[src/rtl/sorter_pkg.sv]
// Shared definitions for the weight sequencer: bus width, group thresholds and FSM states.
// Group classification is used only when WEIGHT_SEQUENCER_GROUP_TALLY_EN is defined.
package sorter_pkg;

    localparam int unsigned WEIGHT_W = 12;

    localparam logic [WEIGHT_W-1:0] GROUP1_MAX = 12'd250;
    localparam logic [WEIGHT_W-1:0] GROUP2_MAX = 12'd500;
    localparam logic [WEIGHT_W-1:0] GROUP3_MAX = 12'd750;
    localparam logic [WEIGHT_W-1:0] GROUP4_MAX = 12'd1500;
    localparam logic [WEIGHT_W-1:0] GROUP5_MAX = 12'd2000;

    typedef enum logic [1:0] {
        ST_IDLE = 2'd0,
        ST_HOLD = 2'd1,
        ST_GAP  = 2'd2
    } seq_state_e;

    // Returns the group number 1..6 for a presented weight.
    function automatic logic [2:0] group_of(input logic [WEIGHT_W-1:0] w);
        if (w <= GROUP1_MAX)      return 3'd1;
        else if (w <= GROUP2_MAX) return 3'd2;
        else if (w <= GROUP3_MAX) return 3'd3;
        else if (w <= GROUP4_MAX) return 3'd4;
        else if (w <= GROUP5_MAX) return 3'd5;
        else                      return 3'd6;
    endfunction

endpackage

[src/rtl/weight_fifo.sv]
// Synchronous FIFO of package weights; push is refused when full even if a pop
// happens in the same cycle, and a freshly pushed entry is visible one cycle later.
module weight_fifo #(
    parameter int unsigned WIDTH = 12,
    parameter int unsigned DEPTH = 8
) (
    input  logic             clk,
    input  logic             reset,
    input  logic             push,
    input  logic [WIDTH-1:0] push_data,
    input  logic             pop,
    output logic [WIDTH-1:0] pop_data,
    output logic             full,
    output logic             empty
);

    localparam int unsigned PTR_W = (DEPTH > 1) ? $clog2(DEPTH) : 1;
    localparam int unsigned CNT_W = $clog2(DEPTH + 1);

    logic [WIDTH-1:0] mem [DEPTH];
    logic [PTR_W-1:0] wr_ptr;
    logic [PTR_W-1:0] rd_ptr;
    logic [CNT_W-1:0] count;
    logic             do_push;
    logic             do_pop;

    assign full     = (count == CNT_W'(DEPTH));
    assign empty    = (count == '0);
    assign do_push  = push && !full;
    assign do_pop   = pop && !empty;
    assign pop_data = mem[rd_ptr];

    always_ff @(posedge clk) begin
        if (do_push) mem[wr_ptr] <= push_data;
    end

    always_ff @(posedge clk or negedge reset) begin
        if (!reset) begin
            wr_ptr <= '0;
            rd_ptr <= '0;
            count  <= '0;
        end else begin
            if (do_push) wr_ptr <= wr_ptr + 1'b1;
            if (do_pop)  rd_ptr <= rd_ptr + 1'b1;
            case ({do_push, do_pop})
                2'b10:   count <= count + 1'b1;
                2'b01:   count <= count - 1'b1;
                default: count <= count;
            endcase
        end
    end

endmodule

[src/rtl/weight_sequencer.sv]
// Presents queued package weights on a registered scale bus: HOLD_CYCLES of weight, then GAP_CYCLES of zero.
// Optional per-group tallies are enabled by defining WEIGHT_SEQUENCER_GROUP_TALLY_EN.
module weight_sequencer
    import sorter_pkg::*;
#(
    parameter int unsigned HOLD_CYCLES = 4,
    parameter int unsigned GAP_CYCLES  = 2,
    parameter int unsigned DEPTH       = 8
) (
    input  logic                clk,
    input  logic                reset,
    input  logic                in_valid,
    input  logic [WEIGHT_W-1:0] in_weight,
    output logic                in_ready,
    output logic [WEIGHT_W-1:0] weight,
    output logic                busy,
    output logic [7:0]          sent_count,
    output logic                err_zero
`ifdef WEIGHT_SEQUENCER_GROUP_TALLY_EN
    ,
    output logic [7:0]          tally1,
    output logic [7:0]          tally2,
    output logic [7:0]          tally3,
    output logic [7:0]          tally4,
    output logic [7:0]          tally5,
    output logic [7:0]          tally6
`endif
);

    localparam logic [7:0] HOLD_LOAD = 8'(HOLD_CYCLES - 1);
    localparam logic [7:0] GAP_LOAD  = 8'(GAP_CYCLES - 1);

    seq_state_e          state_q, state_d;
    logic [7:0]          cnt_q, cnt_d;
    logic                ready_en;
    logic                accept;
    logic                pop;
    logic                enter_gap;
    logic                fifo_full;
    logic                fifo_empty;
    logic [WEIGHT_W-1:0] head;

    assign in_ready = ready_en && !fifo_full;
    assign accept   = in_valid && in_ready;
    assign busy     = (state_q != ST_IDLE) || !fifo_empty;

    weight_fifo #(
        .WIDTH(WEIGHT_W),
        .DEPTH(DEPTH)
    ) u_fifo (
        .clk       (clk),
        .reset     (reset),
        .push      (accept && (in_weight != '0)),
        .push_data (in_weight),
        .pop       (pop),
        .pop_data  (head),
        .full      (fifo_full),
        .empty     (fifo_empty)
    );

    always_comb begin
        state_d   = state_q;
        cnt_d     = cnt_q;
        pop       = 1'b0;
        enter_gap = 1'b0;
        case (state_q)
            ST_IDLE: begin
                if (!fifo_empty) begin
                    pop     = 1'b1;
                    state_d = ST_HOLD;
                    cnt_d   = HOLD_LOAD;
                end
            end
            ST_HOLD: begin
                if (cnt_q == '0) begin
                    enter_gap = 1'b1;
                    state_d   = ST_GAP;
                    cnt_d     = GAP_LOAD;
                end else begin
                    cnt_d = cnt_q - 8'd1;
                end
            end
            ST_GAP: begin
                if (cnt_q == '0) begin
                    if (!fifo_empty) begin
                        pop     = 1'b1;
                        state_d = ST_HOLD;
                        cnt_d   = HOLD_LOAD;
                    end else begin
                        state_d = ST_IDLE;
                    end
                end else begin
                    cnt_d = cnt_q - 8'd1;
                end
            end
            default: state_d = ST_IDLE;
        endcase
    end

    // in_ready stays low through reset and rises on the first edge after release.
    always_ff @(posedge clk or negedge reset) begin
        if (!reset) begin
            state_q    <= ST_IDLE;
            cnt_q      <= '0;
            ready_en   <= 1'b0;
            weight     <= '0;
            sent_count <= '0;
            err_zero   <= 1'b0;
        end else begin
            state_q  <= state_d;
            cnt_q    <= cnt_d;
            ready_en <= 1'b1;
            err_zero <= accept && (in_weight == '0);
            if (pop)            weight <= head;
            else if (enter_gap) weight <= '0;
            if (enter_gap)      sent_count <= sent_count + 8'd1;
        end
    end

`ifdef WEIGHT_SEQUENCER_GROUP_TALLY_EN
    always_ff @(posedge clk or negedge reset) begin
        if (!reset) begin
            tally1 <= '0;
            tally2 <= '0;
            tally3 <= '0;
            tally4 <= '0;
            tally5 <= '0;
            tally6 <= '0;
        end else if (enter_gap) begin
            case (group_of(weight))
                3'd1:    tally1 <= tally1 + 8'd1;
                3'd2:    tally2 <= tally2 + 8'd1;
                3'd3:    tally3 <= tally3 + 8'd1;
                3'd4:    tally4 <= tally4 + 8'd1;
                3'd5:    tally5 <= tally5 + 8'd1;
                default: tally6 <= tally6 + 8'd1;
            endcase
        end
    end
`endif

endmodule

[config.mk]
export PLATFORM = sky130hd
export DESIGN_NAME = weight_sequencer
export DESIGN_NICKNAME = d
export VERILOG_FILES = /design/src/rtl/sorter_pkg.sv /design/src/rtl/weight_fifo.sv /design/src/rtl/weight_sequencer.sv
export SDC_FILE = /design/constraint.sdc
export NUM_CORES = 1
export LEC_CHECK = 0
export ABC_AREA = 1
export CAP_MARGIN = 30
export CORE_ASPECT_RATIO = 0.7
export CORE_MARGIN = 2
export CORE_UTILIZATION = 40
export CTS_CLUSTER_SIZE = 30
export DETAILED_ROUTE_END_ITERATION = 10
export PLACE_DENSITY_LB_ADDON = 0.05
export REMOVE_ABC_BUFFERS = 1
export SLEW_MARGIN = 10
export SYNTH_ARGS = -nofsm -noshare
export SYNTH_HDL_FRONTEND = slang
export SYNTH_SLANG_ARGS = --single-unit
export TNS_END_PERCENT = 50
[constraint.sdc]
create_clock -name clk -period 5.6 [get_ports clk]
set_input_delay 0.56 -clock clk [delete_from_list [all_inputs] [get_ports clk]]
set_output_delay 0.56 -clock clk [all_outputs]
set_load 0.005 [all_outputs]
## Word level (Yosys, flattened, before mapping)

Memory sizes are Yosys's and may differ from the RTL's.
Index checks and enable logic that the tools add are counted.

- Add/sub/neg operators: 6
- Equal/unequal tests: 8
- Multiplexer cells: 19
- Reduce and logical (&&, ||, !) cells: 19

Operators by type and width:

| kind | number |
|---|---|
| $mux 12 | 2 |
| $mux 8 | 3 |
| $pmux 8 s3 | 1 |
| $logic_not 12->1 | 1 |
| $reduce_bool 12->1 | 1 |
| $add 8x1->8 const B | 1 |
| $logic_not 8->1 | 1 |
| $pmux 4 s2 | 1 |
| $sub 8x1->8 const B | 1 |
| $mux 1 | 7 |
| $add 3x1->3 const B | 2 |
| $logic_and 1x1->1 | 6 |
| $mux 2 | 3 |
| $ne 2x2->1 const B | 3 |
| $pmux 2 s3 | 1 |
| $reduce_bool 2->1 | 3 |
| $add 4x1->4 const B | 1 |
| $eq 2x1->1 const B | 2 |
| $eq 2x2->1 const B | 2 |
| $eq 4x4->1 const B | 1 |
| $logic_not 4->1 | 1 |
| $sub 4x1->4 const B | 1 |
| $reduce_and 3->1 | 1 |
| $reduce_bool 3->1 | 1 |
| 4 further kinds | 5 |

- Bits in registers: 42
- Bits in writable memories: 96
- Input port bits: 15
- Output and inout bits: 23
- Word-level logic and storage cells: 62
- Memories: 1

Memory list:

| name | words | bits a word | read ports | clocked after Yosys merged registers in | wr ports | line | RTL |
|---|---|---|---|---|---|---|---|
| u_fifo.mem | 8 | 12 | 1 | 0 | 1 | weight_fifo.sv:20 | `logic [WIDTH-1:0] mem [DEPTH];` |

## Logic depth before layout (Yosys ltp)

- Depth after elaboration: 8
- Gate-level depth with buffers: 14
- Mapped depth without buffers: 13

## Hierarchy

From an unflattened synthesis, not the netlist that was laid out.

- Cell total of the unflattened synthesis: 708
- Area, all modules: 6630.1 µm²

By module, submodules not included:

| module | times used | cells an instance | area each (µm²) | seq. area each (µm²) |
|---|---|---|---|---|
| weight_fifo | 1 | 496 | 4807.1 | 3133.0 |
| weight_sequencer | 1 | 212 | 1823.0 | 800.8 |

## Least setup slack after synthesis

OpenSTA, ideal clock, no wires.

- Path kind: register to register
- Start: register cnt_q[0]
- End: register u_fifo.count[2]
- Setup time: 0.119 ns
- Arrival time: 2.140 ns
- Data required time: 5.481 ns
- Slack: 3.341 ns
- Cell stages (with the launch flop): 15
- Buffers on the path: 1
- Period minus slack after synthesis: 2.259 ns
- Cell sequence: dfrtp_1 inv_1 ha_1 nand2_2 nor2_4 nand3_2 nand2_4 buf_6 ha_1 xor2_1 ha_1 a21oi_1 nor2_1 nand3b_1 o21a_1

- Longest elaborated chain between the ends: 6
- Elaborated cells between the ends (all ways): 8
- Classes of those cells: 2 x eq/ne; 3 x mux; 3 x reduce/logical

RTL lines:

| element | line | RTL |
|---|---|---|
| start: declaration | weight_sequencer.sv:34 | `logic [7:0] cnt_q, cnt_d;` |
| start signal: assignment | weight_sequencer.sv:111 | `cnt_q <= cnt_d;` |
| $logic_not 8->1 (*) | weight_sequencer.sv:84 | `if (cnt_q == '0) begin` |
| $mux 1 (*) | weight_sequencer.sv:84 |  |
| $pmux 1 s2 (*) | weight_sequencer.sv:66 | `case (state_q)` |
| $logic_and 1x1->1 (*) | weight_fifo.sv:30 | `assign do_pop = pop && !empty;` |
| via u_fifo.do_pop | weight_fifo.sv:25 | `logic do_pop;` |
| $eq 2x1->1 / $eq 2x2->1 (equally long branches) | weight_fifo.sv:45 | `case ({do_push, do_pop})` |
| $pmux 4 s2 / $reduce_bool 2->1 (equally long branches) | n/a |  |
| end signal: assignment | weight_fifo.sv:46 | `2'b10: count <= count + 1'b1;` |
| end signal: assignment | weight_fifo.sv:47 | `2'b01: count <= count - 1'b1;` |
| end signal: assignment | weight_fifo.sv:48 | `default: count <= count;` |
| end: declaration | weight_fifo.sv:23 | `logic [CNT_W-1:0] count;` |

Mark *: on every way through the listed nets, which the timed path passes. The rest lies on a longest branch.
A chain may end at the register's enable or synchronous reset.

## Worst setup path after layout

- Start: input port in_weight[6]
- End: register u_fifo.count[2]

- Longest elaborated chain between the ends: 5
- Elaborated cells between the ends (all ways): 7
- Classes of those cells: 2 x eq/ne; 1 x mux; 4 x reduce/logical

RTL lines:

| element | line | RTL |
|---|---|---|
| start: declaration | weight_sequencer.sv:13 | `input logic [WEIGHT_W-1:0] in_weight,` |
| $reduce_bool 12->1 (*) | weight_sequencer.sv:53 | `.push (accept && (in_weight != '0)),` |
| $logic_and 1x1->1 (*) | weight_sequencer.sv:53 |  |
| $logic_and 1x1->1 (*) | weight_fifo.sv:29 | `assign do_push = push && !full;` |
| $eq 2x1->1 / $eq 2x2->1 (equally long branches) | weight_fifo.sv:45 |  |
| $pmux 4 s2 / $reduce_bool 2->1 (equally long branches) | n/a |  |

Mark *: on every way between the ends. The rest lies on a longest branch, timed or not.

==> results.yml <==
floorplan:
  initial_core_util_pct: 41.2
  dieArea_mm2: 0.0163
  core-area_mm2: 0.0148
  fp.dieH_um: 107
  io_pins: 38
  row_count: 37
  fp.dieW_um: 152
critical_path:
  rr_startpoint: "cnt_q[0]$_DFFE_PN0P_"
  cp.required_ps: 5910
  worst_ep_arrival_time_ps: 3060
  crit_type: "in2reg"
  rr_worst_depth: 13
  startpoint_type: "input port"
  rr_endpoint: "u_fifo.count[2]$_DFFE_PN0P_"
  path_max_fanout: 10
  regToRegSetupSlack_ps: 3030
  endpoint_kind: "flop"
final_layout:
  layout.nets: 675
  drive_above_1_share_pct: 9.97
  syn2layout_area_growth_pct: 20.1
  num-fill-cells: 1372
  n_antenna_cell: 0
  final_cell_area_mm2: 0.00734
placement:
  dp_hpwl_um: 8540
  dpl_cell_area_mm2: 0.00672
  port_buffers: 37
  place_congestion: 0.866
job:
  cap_violations: 0
synth:
  yosys-mux-area-fraction_pct: 0
  synth_enable_flop_cells: 96
  synth_xor_area_share_pct: 2.01
  synth_ff_type: "edfxtp_1"
  syn_inst: 601
  synth_top_family_by_area: "simple AND/OR/NAND/NOR gates"
  avgSynthCellArea_um2: 10.2
  synth_seq_cells: 138
  yosys-top-cells-area: "edfxtp_1 (47%), dfrtp_1 (17%), nand2_1 (14%)"
  synth-simple-area-share_pct: 25.4
  yosysSeqAreaShare_pct: 64.4
  synthAdderAreaFrac_pct: 2.25
  synth_cell_types: 35
  async_flop_share_pct: 30.4
  yosysTopAreaCell: "edfxtp_1"
  ys_warn_count: 0
  syn_area_mm2: 0.00611
  yosysTopAreaCellShare_pct: 47.2
  synth-compound-area-share_pct: 2.13
detailed_routing:
  routed_wl_um: 14200
  first_pass_iters: 5
  vias: 4229
  ant_nets: 0
  drt_iter0_markers: 262
  vias_per_cell: 4.93
  avgRoutedWirePerCell_um: 16.6
  drc: 0
clocking:
  h-tree-depth: 4
  post_cts_resized: 0
  cts_sinks: 138
  cts_hold_buffers: 0
  cts_tree: "yes"
  root_buffer: "clkbuf_16"
  path_clk_slew_ps: 60
  clock_path_buffers: 2
  clk_latency_ps: 420
  cts_buffers: 17
  post_cts_buffers: 0
power_and_ir_drop:
  switchingPower_uw: 1490
  p_leak_uw: 0.00304
  vdd.ir_drop.worst_uv: 219
  comb_power_share_pct: 36.7
  p_seq_share_pct: 35.3
  switching_share_pct: 37.8
  p_per_area_mw_per_mm2: 538
  p_int_uw: 2460
  clock_power_share_pct: 28.0
global_routing:
  grt_remaining_overflow: 0
  grt_pass1_wl_um: 22900
  grt_pass1_vias: 4111
  grt_use_met1_pct: 28.9
  met3_usage_pct: 3.69
  grt_use_total_pct: 19.0
  antenna_found_initial: 0
  globalRoute.busiestLayer: "met1"
  grt_max_degree: 52
  grt.met2_usage_pct: 27.5
timing:
  setup_violations: 0
  slew-limit-headroom_pct: 50.7
  rsz0062_at_grt: "false"
  drv_slew: 0
  skew_ps: 17.8
  max_freq_mhz: 364
  finalHoldViolations: 0
  worst_pin_slew_ps: 739
  fin_crit_ps: 2750
  fin_tns_setup_ps: 0
  fin_crit_sh_pct: 49.1
outcome:
  status: "completed"
hold_path:
  hp-class: "in2async"
cell families (layout without fill, tap and decap cells):
logic type                 after synthesis  in the layout
and+or+nand+nor                        362            362
AOI/OAI and AO/OA                       23             23
other                                    1              1
buffers and inverters                   52            113
DFF                                    138            138
adders and majority gates               11             11
xor gates and xnor gates                14             14
worst max path at each step:
stage	end	from	cells after the start	slack, ps
floorplan	weight[0]$_DFFE_PN0P_	u_fifo.rd_ptr[0]$_DFFE_PN0P_	7	3200
global placement	u_fifo.count[2]$_DFFE_PN0P_	in_weight[6]	13	2520
detailed placement	u_fifo.count[2]$_DFFE_PN0P_	in_weight[6]	13	2430
CTS	u_fifo.count[2]$_DFFE_PN0P_	in_weight[6]	13	2860
global route	u_fifo.count[2]$_DFFE_PN0P_	in_weight[6]	13	2640
finish	u_fifo.count[2]$_DFFE_PN0P_	in_weight[6]	13	2850
final cells by class:
| type | count | area, um2 | area share (%) |
|---|---|---|---|
| Clock buffer | 19 | 443 | 6.04 |
| Clock inverter | 13 | 145 | 1.98 |
| Inverter | 31 | 119 | 1.62 |
| Multi-Input combinational cell | 411 | 1970 | 26.8 |
| Sequential cell | 138 | 3930 | 53.6 |
| Tap cell | 195 | 244 | 3.33 |
| Timing Repair Buffer | 50 | 483 | 6.58 |
power groups by stage:
stage	logic [uW]	registers (uW)	clock network, uW
final	1450	1390	1110
after global routing	1670	1420	1180
after CTS	1440	1390	1130
after detailed placement	1430	1410	0
after global placement	1420	1410	0
after floorplan	887	1430	0
critical path, stage by stage:
cell and delay (ps):
clkdlybuf4s50_1 580, nor2_1 190, nand2_1 110, nor2_1 140
nand2_1 140, nand2_2 230, ha_1 270, xor2_1 140
ha_1 200, a21oi_1 160, nor2_1 70, nand3b_1 160
o21a_1 110
per-layer routing:
layer | up-vias | wire [um]
li1 | 2104 | -
met1 | 2015 | 7330
met2 | 102 | 6020
met3 | 8 | 761
met4 | 0 | 112
met5 | - | 0
sequential cells by signal, summed over array words and instances (netlist names):
register,flops
u_fifo.mem,96
weight,12
cnt_q,8
sent_count,8
u_fifo.count,4
u_fifo.rd_ptr,3
u_fifo.wr_ptr,3
state_q,2
err_zero,1
ready_en,1
cells in the mapped netlist, types with 7 or more instances:
master,n
ha_1,11
edfxtp_1,96
xor2_1,8
nor3_1,7
nand2_1,230
clkbuf_1,9
inv_1,29
dfrtp_1,42
nor2_1,22
o21ai_0,12
nand3_1,81
per-stage QoR:
| step | utilization [%] | std cells | total power [uW] | setup WS, ps | hold WS, ps |
|---|---|---|---|---|---|
| 2_1_floorplan | - | 580 | 2320 | 3200 | 264 |
| 3_3_place_gp | 45.4 | 824 | 2830 | 2520 | 469 |
| 3_5_place_dp | 45.4 | 824 | 2850 | 2430 | 458 |
| 4_1_cts | 49.3 | 856 | 3960 | 2860 | 263 |
| 5_1_grt | 49.5 | 857 | 4260 | 2640 | 300 |
| 6_report | 49.5 | 857 | 3950 | 2850 | 238 |
layout by cell type, fill, tap and decap left out, drive strengths merged:
cell type / n
nand2: 234
clkinv: 3
o2111ai: 1
nand4: 4
inv: 33
nand3b: 1
conb: 1
edfxtp: 96
a21oi: 6
bufinv: 2
clkbuf: 19
ha: 11
o21a: 1
a21boi: 2
buf: 14
and2: 1
clkinvlp: 6
xor2: 8
xnor2: 6
clkdlybuf4s50: 36
nor4: 1
nor3: 7
nor2: 28
nand3: 86
dfrtp: 42
o21ai: 13
(Power assumes the default switching activity.)
